## config.mk

```make
export PLATFORM = sky130hd
export DESIGN_NAME = pc_sequencer
export DESIGN_NICKNAME = d
export VERILOG_FILES = /design/src/rtl/pbl_ctrl_pkg.sv /design/src/rtl/pc_sequencer_ret_stack.sv /design/src/rtl/pc_sequencer.sv
export SDC_FILE = /design/constraint.sdc
export NUM_CORES = 1
export LEC_CHECK = 0
export CAP_MARGIN = 20
export CORE_AREA = 3 3 88 48
export CTS_BUF_LIST = sky130_fd_sc_hd__clkbuf_4 sky130_fd_sc_hd__clkbuf_8 sky130_fd_sc_hd__clkbuf_16
export DETAILED_ROUTE_END_ITERATION = 8
export DIE_AREA = 0 0 91 51
export PLACE_DENSITY_LB_ADDON = 0.1
export SLEW_MARGIN = 20
export SYNTH_ARGS = -nofsm -noshare
export SYNTH_HDL_FRONTEND = slang
export SYNTH_SLANG_ARGS = --single-unit
```

## constraint.sdc

```tcl
create_clock -name clk -period 5 [get_ports clk]
set_input_delay 1 -clock clk [delete_from_list [all_inputs] [get_ports clk]]
set_output_delay 1 -clock clk [all_outputs]
set_load 0.01 [all_outputs]
```

## src/rtl/pbl_ctrl_pkg.sv

```systemverilog
// Shared control definitions for the PBL core: sequencer action codes and default sizes.
// Latency: n/a (types and constants only).
// Backpressure: n/a.
// Contents: seq_act_t action enum, PBL_PC_WIDTH / PBL_STACK_DEPTH defaults shared with the decoder.
package pbl_ctrl_pkg;

   localparam int PBL_PC_WIDTH    = 5;
   localparam int PBL_STACK_DEPTH = 4;

   typedef enum logic [1:0] {
      SEQ    = 2'd0,
      JUMP   = 2'd1,
      CALL   = 2'd2,
      RETURN = 2'd3
   } seq_act_t;

   // Strobe priority ret > cal > jmp > sequential.
   function automatic seq_act_t pick_action(input logic ret, input logic cal, input logic jmp);
      if (ret)      return RETURN;
      else if (cal) return CALL;
      else if (jmp) return JUMP;
      else          return SEQ;
   endfunction

endpackage

```

## src/rtl/pc_sequencer_ret_stack.sv

```systemverilog
// Return-address LIFO: DEPTH x W entries with a stack pointer counting occupied entries.
// Latency: push/pop take effect on the next rising edge; top_dat is combinational from sp.
// Backpressure: push while full and pop while empty are ignored (caller flags them).
// Ports: clk, rst_n (async, active low), push/pop strobes, push_dat in,
//        top_dat (entry at sp-1), sp (0..DEPTH), full, empty.
module ret_stack
   import pbl_ctrl_pkg::*;
#(
   parameter  int W     = PBL_PC_WIDTH,
   parameter  int DEPTH = PBL_STACK_DEPTH,
   localparam int AW    = $clog2(DEPTH),
   localparam int SPW   = AW + 1
) (
   input  logic           clk,
   input  logic           rst_n,
   input  logic           push,
   input  logic           pop,
   input  logic [W-1:0]   push_dat,
   output logic [W-1:0]   top_dat,
   output logic [SPW-1:0] sp,
   output logic           full,
   output logic           empty
);

   logic [W-1:0]   mem [DEPTH];
   logic [SPW-1:0] sp_m1;
   logic           do_push;
   logic           do_pop;

   assign full    = (sp == SPW'(DEPTH));
   assign empty   = (sp == '0);
   assign sp_m1   = sp - 1'b1;
   assign do_push = push & ~full;
   assign do_pop  = pop & ~empty & ~push;

   // Entry below the pointer; meaningless while empty, and the caller ignores it then.
   assign top_dat = mem[sp_m1[AW-1:0]];

   always_ff @(posedge clk or negedge rst_n) begin
      if (!rst_n) begin
         sp <= '0;
      end else if (do_push) begin
         sp <= sp + 1'b1;
      end else if (do_pop) begin
         sp <= sp_m1;
      end
   end

   // Storage is deliberately left out of reset: sp alone defines what is valid.
   always_ff @(posedge clk) begin
      if (do_push) begin
         mem[sp[AW-1:0]] <= push_dat;
      end
   end

endmodule

```

## src/rtl/pc_sequencer.sv

```systemverilog
// Program-counter sequencer with return-address stack and sticky overflow/underflow flags.
// Latency: new pc visible one edge after the strobe; all actions single-cycle.
// Backpressure: stall freezes pc, sp and stack and ignores strobes; err_clr still acts.
// Ports: clk, rst_n (async, active low), stall, jmp/cal/ret strobes, jmp_addr, err_clr in;
//        pc, sp, stack_full, stack_empty, overflow, underflow out.
// Build option: define PC_STACK_TRAP_EN to redirect pc to TRAP_ADDR on overflow/underflow.
module pc_sequencer
   import pbl_ctrl_pkg::*;
#(
   parameter  int PC_WIDTH    = PBL_PC_WIDTH,
   parameter  int STACK_DEPTH = PBL_STACK_DEPTH
`ifdef PC_STACK_TRAP_EN
   ,
   parameter  logic [PC_WIDTH-1:0] TRAP_ADDR = '1
`endif
   ,
   localparam int SPW = $clog2(STACK_DEPTH) + 1
) (
   input  logic                clk,
   input  logic                rst_n,
   input  logic                stall,
   input  logic                jmp,
   input  logic                cal,
   input  logic                ret,
   input  logic [PC_WIDTH-1:0] jmp_addr,
   input  logic                err_clr,
   output logic [PC_WIDTH-1:0] pc,
   output logic [SPW-1:0]      sp,
   output logic                stack_full,
   output logic                stack_empty,
   output logic                overflow,
   output logic                underflow
);

   seq_act_t            act;
   logic [PC_WIDTH-1:0] pc_inc;
   logic [PC_WIDTH-1:0] pc_nxt;
   logic [PC_WIDTH-1:0] top_dat;
   logic                ovf_evt;
   logic                unf_evt;
   logic                push;
   logic                pop;

   assign act    = pick_action(ret, cal, jmp);
   assign pc_inc = pc + 1'b1;   // natural wrap at 2**PC_WIDTH

   assign ovf_evt = ~stall & (act == CALL)   & stack_full;
   assign unf_evt = ~stall & (act == RETURN) & stack_empty;
   assign push    = ~stall & (act == CALL)   & ~stack_full;
   assign pop     = ~stall & (act == RETURN) & ~stack_empty;

   ret_stack #(
      .W     (PC_WIDTH),
      .DEPTH (STACK_DEPTH)
   ) u_ret_stack (
      .clk      (clk),
      .rst_n    (rst_n),
      .push     (push),
      .pop      (pop),
      .push_dat (pc_inc),
      .top_dat  (top_dat),
      .sp       (sp),
      .full     (stack_full),
      .empty    (stack_empty)
   );

   always_comb begin
      pc_nxt = pc_inc;
      unique case (act)
         SEQ:    pc_nxt = pc_inc;
         JUMP:   pc_nxt = jmp_addr;
`ifdef PC_STACK_TRAP_EN
         CALL:   pc_nxt = stack_full  ? TRAP_ADDR : jmp_addr;
         RETURN: pc_nxt = stack_empty ? TRAP_ADDR : top_dat;
`else
         CALL:   pc_nxt = jmp_addr;
         RETURN: pc_nxt = stack_empty ? pc_inc : top_dat;
`endif
         default: pc_nxt = pc_inc;
      endcase
   end

   always_ff @(posedge clk or negedge rst_n) begin
      if (!rst_n) begin
         pc <= '0;
      end else if (!stall) begin
         pc <= pc_nxt;
      end
   end

   // A flag raised this cycle takes precedence over err_clr.
   always_ff @(posedge clk or negedge rst_n) begin
      if (!rst_n) begin
         overflow  <= 1'b0;
         underflow <= 1'b0;
      end else begin
         if (ovf_evt)      overflow  <= 1'b1;
         else if (err_clr) overflow  <= 1'b0;
         if (unf_evt)      underflow <= 1'b1;
         else if (err_clr) underflow <= 1'b0;
      end
   end

endmodule

```

## Word level (Yosys, flattened, before mapping)

Memory sizes are Yosys's and may differ from the RTL's.
Cells that the tools add are included.

- Logic and storage cells: 43
- Bits in writable memories: 20
- Flip-flop bits (word level): 10
- Memories kept: 1

Memory list:

| name | words | width | rd ports | clocked after Yosys merged registers in | wr ports | line | source |
|---|---|---|---|---|---|---|---|
| u_ret_stack.mem | 4 | 5 | 1 | 0 | 1 | pc_sequencer_ret_stack.sv:25 | `logic [W-1:0] mem [DEPTH];` |

- Bitwise operators: 13
- Eq/ne operators: 4
- Add/sub/neg operators: 3
- Reductions and logical operators: 6
- Multiplexer cells: 12

Operator list:

| cell | count |
|---|---|
| $pmux W5 S3 | 1 |
| $and A1 B1 Y1 | 9 |
| $mux W1 | 6 |
| $mux W3 | 2 |
| $reduce_bool A2 Y1 | 3 |
| $add A5 B1 Y5 const B | 1 |
| $mux W5 | 1 |
| $eq A2 B2 Y1 const B | 2 |
| $mux W2 | 2 |
| $not A1 Y1 | 4 |
| $add A3 B1 Y3 const B | 1 |
| $eq A3 B3 Y1 const B | 1 |
| $logic_not A3 Y1 | 1 |
| $sub A3 B1 Y3 const B | 1 |
| $eq A2 B1 Y1 const B | 1 |
| $logic_not A2 Y1 | 1 |
| $reduce_or A2 Y1 | 1 |

## Logic depth before layout (Yosys ltp)

- Depth after elaboration: 10
- Depth in mapped cells: 8
- Mapped depth without buffers: 8

## Modules after synthesis

From an unflattened synthesis, not the netlist that was laid out.

- Cell total of the unflattened synthesis: 121
- Area, all modules: 1586.5 um2

By module, submodules not included:

| module | sequential area each (um2) | cells each | area each (um2) | instances |
|---|---|---|---|---|
| ret_stack | 675.6 | 61 | 1031.0 | 1 |
| pc_sequencer | 175.2 | 60 | 555.5 | 1 |

## Least setup slack after synthesis

OpenSTA, ideal clock, no wires.

- Path kind: input -> register
- Start point: input port cal
- End point: register pc[0]
- Setup time: 0.146 ns
- Arrival: 2.179 ns
- Stages on the path: 7
- Slack: 2.675 ns
- Path through: inv_1 -> a21oi_1 -> inv_1 -> ha_1 -> nor4b_2 -> a2111oi_1 -> a221oi_2

- Longest elaborated chain between the ends: 5
- Elaborated cells between the ends (all ways): 8
- Classes of those cells: eq/ne: 3; mux: 3; reduce/logical: 2

Ends and longest elaborated chain:

| item | line | source |
|---|---|---|
| start: declaration | pc_sequencer.sv:23 | `input logic cal,` |
| $mux W2 * | pbl_ctrl_pkg.sv:20 | `else if (cal) return CALL;` |
| $mux W2 * | pbl_ctrl_pkg.sv:19 | `if (ret) return RETURN;` |
| $eq A2 B2 Y1 / $eq A2 B1 Y1 (equally long branches) | pc_sequencer.sv:69 | `unique case (act)` |
| $reduce_or A2 Y1 (no line) | n/a |  |
| $pmux W5 S3 * | pc_sequencer.sv:69 |  |
| end signal: assignment | pc_sequencer.sv:87 | `pc <= pc_nxt;` |
| end: declaration | pc_sequencer.sv:27 | `output logic [PC_WIDTH-1:0] pc,` |

Every way passes the cells marked *; elsewhere a longest branch is shown, timed or not.
A chain may end at the register's enable or synchronous reset.

## Worst setup path after layout

- Start point: register u_ret_stack.sp[0]
- End point: output port stack_empty

- Longest elaborated chain between the ends: 1

Ends and longest elaborated chain:

| item | line | source |
|---|---|---|
| start: declaration | pc_sequencer_ret_stack.sv:20 | `output logic [SPW-1:0] sp,` |
| start signal: assignment | pc_sequencer_ret_stack.sv:43 | `sp <= sp + 1'b1;` |
| start signal: assignment | pc_sequencer_ret_stack.sv:45 | `sp <= sp_m1;` |
| $logic_not A3 Y1 | pc_sequencer_ret_stack.sv:31 | `assign empty = (sp == '0);` |
| end: declaration | pc_sequencer.sv:30 | `output logic stack_empty,` |

Every way passes these cells.

==> summary.md <==
| Metric | Value |
|---|---|
| Outcome | `finished, final reports clean` |
| Worst Tran Pin Value | `800 ps` |
| Delay-heaviest family, CP | `buffers and inverters` |
| Hold Buf Count CTS | `0` |
| Die Wd | `91 um` |
| P_sw | `0.000370 W` |
| Setup Crit Path Kind | `reg2out` |
| Synth Register Bits | `30` |
| Register area share after synthesis | `0.541` |
| Gr usage total | `0.156` |
| Clk Latency, worst-skew pair | `280 ps` |
| # IOs | `24` |
| Synth top area share | `0.382` |
| CTS tree | `built` |
| Period Utilization, post-route | `0.648` |
| Slowest-stage cell, CP | `clkdlybuf4s50_1` |
| Routed vias/inst | `5.15` |
| Maxcap violations | `0` |
| Share of cells above drive strength 1 | `0.124` |
| Final hold violation count | `0` |
| Worst path max stage delay | `580 ps` |
| Sum Neg Setup Slack | `0 ps` |
| Clock power frac | `0.193` |
| Slew Limit Headroom | `0.462` |
| FF+latch area | `851 um2` |
| Synth Cell Area | `1570 um2` |
| Initial drt markers | `41` |
| Routed WL per cell | `16.2 um` |
| Net Sw Frac | `0.355` |
| Min Tclk post-route | `3240 ps` |
| Vias in the first global route | `1064` |
| Largest net degree at the start of global routing | `17` |
| Vias post-DR | `1050` |
| CTS H-tree lvls | `2` |
| Layout Skew | `6.50 ps` |
| Final core occ | `0.562` |
| Global-route wire length before repair | `5350 um` |
| Yosys cell types | `37` |
| Top-count cell post-synth | `edfxtp_1` |
| Cell leakage power | `0.741 nW` |
| Pre-antenna DRT Iters | `4` |
| Die area | `4640 um2` |
| Worst-case clock buffer depth | `2` |
| Main flop type after synthesis | `edfxtp_1` |
| Clock Tree Root | `clkbuf_8` |
| FMAX | `309 MHz` |
| Worst path bufs/invs | `3` |
| Area of the multi-input gates | `657 um2` |
| Post-CTS setup buffer count | `0` |
| Remaining antenna violation count after routing | `0` |
| Worst vdd ir | `0.301 mV` |
| FILL cells | `305` |
| Comb pwr share | `0.416` |
| Worst Path Required | `4000 ps` |
| Row cnt | `15` |
| Layout net count | `174` |
| Synth top area cells | `edfxtp_1, dfrtp_1, ha_1` |
| Initial antenna violation count | `0` |
| Gates resized, CTS repair | `0` |
| Min-delay worst type | `reg2reg` |
| Syn Inst Count | `126` |
| Clk sinks | `30` |
| CP startpoint kind | `flop` |
| Internal power | `0.000671 W` |
| CP endpoint kind | `output port` |
| Syn nets | `148` |
| Final setup viols | `0` |
| WL final | `3310 um` |
| DP Wirelength | `2440 um` |
| Sequential fraction of design power | `0.391` |
| GPL Wtd Cong | `0.773` |
| P&R area growth vs syn | `23.4%` |
| Initial Utilization | `0.456` |
| RSZ-0062 raised after global routing | `no` |
| Ant. Diodes | `0` |
| Post-synthesis async set-or-reset flop share | `0.333` |
| DRC viols | `0` |
| CTS Buf Count | `5` |
| CP max FO | `10` |
| Synth cell count leaders | `edfxtp_1, inv_1, dfrtp_1, ha_1` |
| Max-slew violation count | `0` |
| EDFF count, synth | `20` |
| Gr ovfl total | `0` |
| Arrival @ worst endpoint | `2240 ps` |
| Power density over the cells | `536 nW/um2` |
| Core ar. | `3450 um2` |
| Syn_area_per_cell | `12.5 um2` |
| Clk pin slew, worst setup/hold paths | `60 ps` |
| IO Port Bufs | `23` |
| CP Cell Sequence | `inv_1, ha_1, nand2b_4, inv_2, clkdlybuf4s50_1` |
| YS warnings | `0` |
| Synth area leader | `edfxtp_1` |
| Die Y | `51 um` |
-- per-stage QoR --
step	cell area (um2)	total power [W]	setup slack [ps]	hold WS, ps	cells
final	1940	0.00104	1760	538	204
after global routing	1940	0.00111	1630	559	204
after CTS	1940	0.00105	1750	540	204
after detailed placement	1850	0.000845	1890	531	196
after global placement	1850	0.000845	2030	530	196
after floorplan	1570	0.000677	2680	549	126
-- registers in the layout, summed over array words and instances (netlist names) --
| signal | flops |
|---|---|
| overflow | 1 |
| pc | 5 |
| u_ret_stack.sp | 3 |
| u_ret_stack.mem | 20 |
| underflow | 1 |
-- path summary, 6_finish.rpt --
kind	start	endpoint	slack (ps)	depth (start not counted)
max in group asynchronous	rst_n	pc[1]	3580	1
worst min register to register	overflow	overflow	540	2
min in group asynchronous	rst_n	pc[2]	1070	1
worst min-delay path	overflow	overflow	540	2
worst max register to register	u_ret_stack.sp[0]	pc[0]	2540	6
worst max-delay path	u_ret_stack.sp[0]	stack_empty	1760	5
-- cell usage in the layout, fill, tap and decap left out --
master and instances:
a2111oi_1 1, a211oi_1 1, a21oi_1 3, a21oi_2 1, a221o_1 1, a221oi_2 1, a222oi_1 1, a22oi_1 3
and2_1 4, clkbuf_4 3, clkbuf_8 5, clkdlybuf4s50_1 23, dfrtp_1 10, edfxtp_1 20, ha_1 10, inv_1 12
inv_2 1, mux2i_1 3, mux4_2 4, nand2_1 5, nand2b_1 2, nand2b_4 1, nand3_1 2, nand3b_1 1
nor2_1 6, nor2b_1 1, nor3_1 6, nor3b_1 2, nor4b_2 1, o211ai_1 3, o21ai_0 5, o21bai_1 2
o221ai_1 2, o22ai_1 1, or2_2 1, or3b_2 1, xnor2_1 3, xor2_1 1
-- worst reg2reg max path: cells and delay by family (launching register included) --
kind | cells | cell delay, ps
adder cells (fa/ha/maj) | 1 | 560
flip-flops | 1 | 660
AND/OR/NAND/NOR | 1 | 70
AO/OA/AOI/OAI | 2 | 570
multiplexers | 1 | 270
buffers and inverters | 1 | 190
-- power by group through the flow --
| stage | Combinational, W | Sequential (W) | Clock, W |
|---|---|---|---|
| floorplan | 0.000273 | 0.000404 | 0 |
| global placement | 0.000433 | 0.000412 | 0 |
| detailed placement | 0.000432 | 0.000413 | 0 |
| CTS | 0.000437 | 0.000407 | 0.000206 |
| global route | 0.000476 | 0.000417 | 0.000220 |
| finish | 0.000433 | 0.000407 | 0.000201 |
-- cell type report --
cell class / instances / area share
Clock buffer: 8 / 0.0470
Inverter: 13 / 0.0251
Multi-Input combinational cell: 79 / 0.338
Sequential cell: 30 / 0.438
Tap cell: 51 / 0.0329
Timing Repair Buffer: 23 / 0.119
-- cells by family after synthesis --
group | synth area share
and+or+nand+nor | 0.122
DFF | 0.541
AOI/OAI and AO/OA | 0.118
buffers and inverters | 0.0421
adders and majority gates | 0.0795
muxes | 0.0763
xor gates and xnor gates | 0.0223
-- per-layer routing --
layer	wire, um	global-route usage
met1	1760	0.219
met2	1410	0.220
met3	101	0.0515
met4	38	0.0675
met5	0	0
Note: power is estimated with default switching activity, not from simulation.
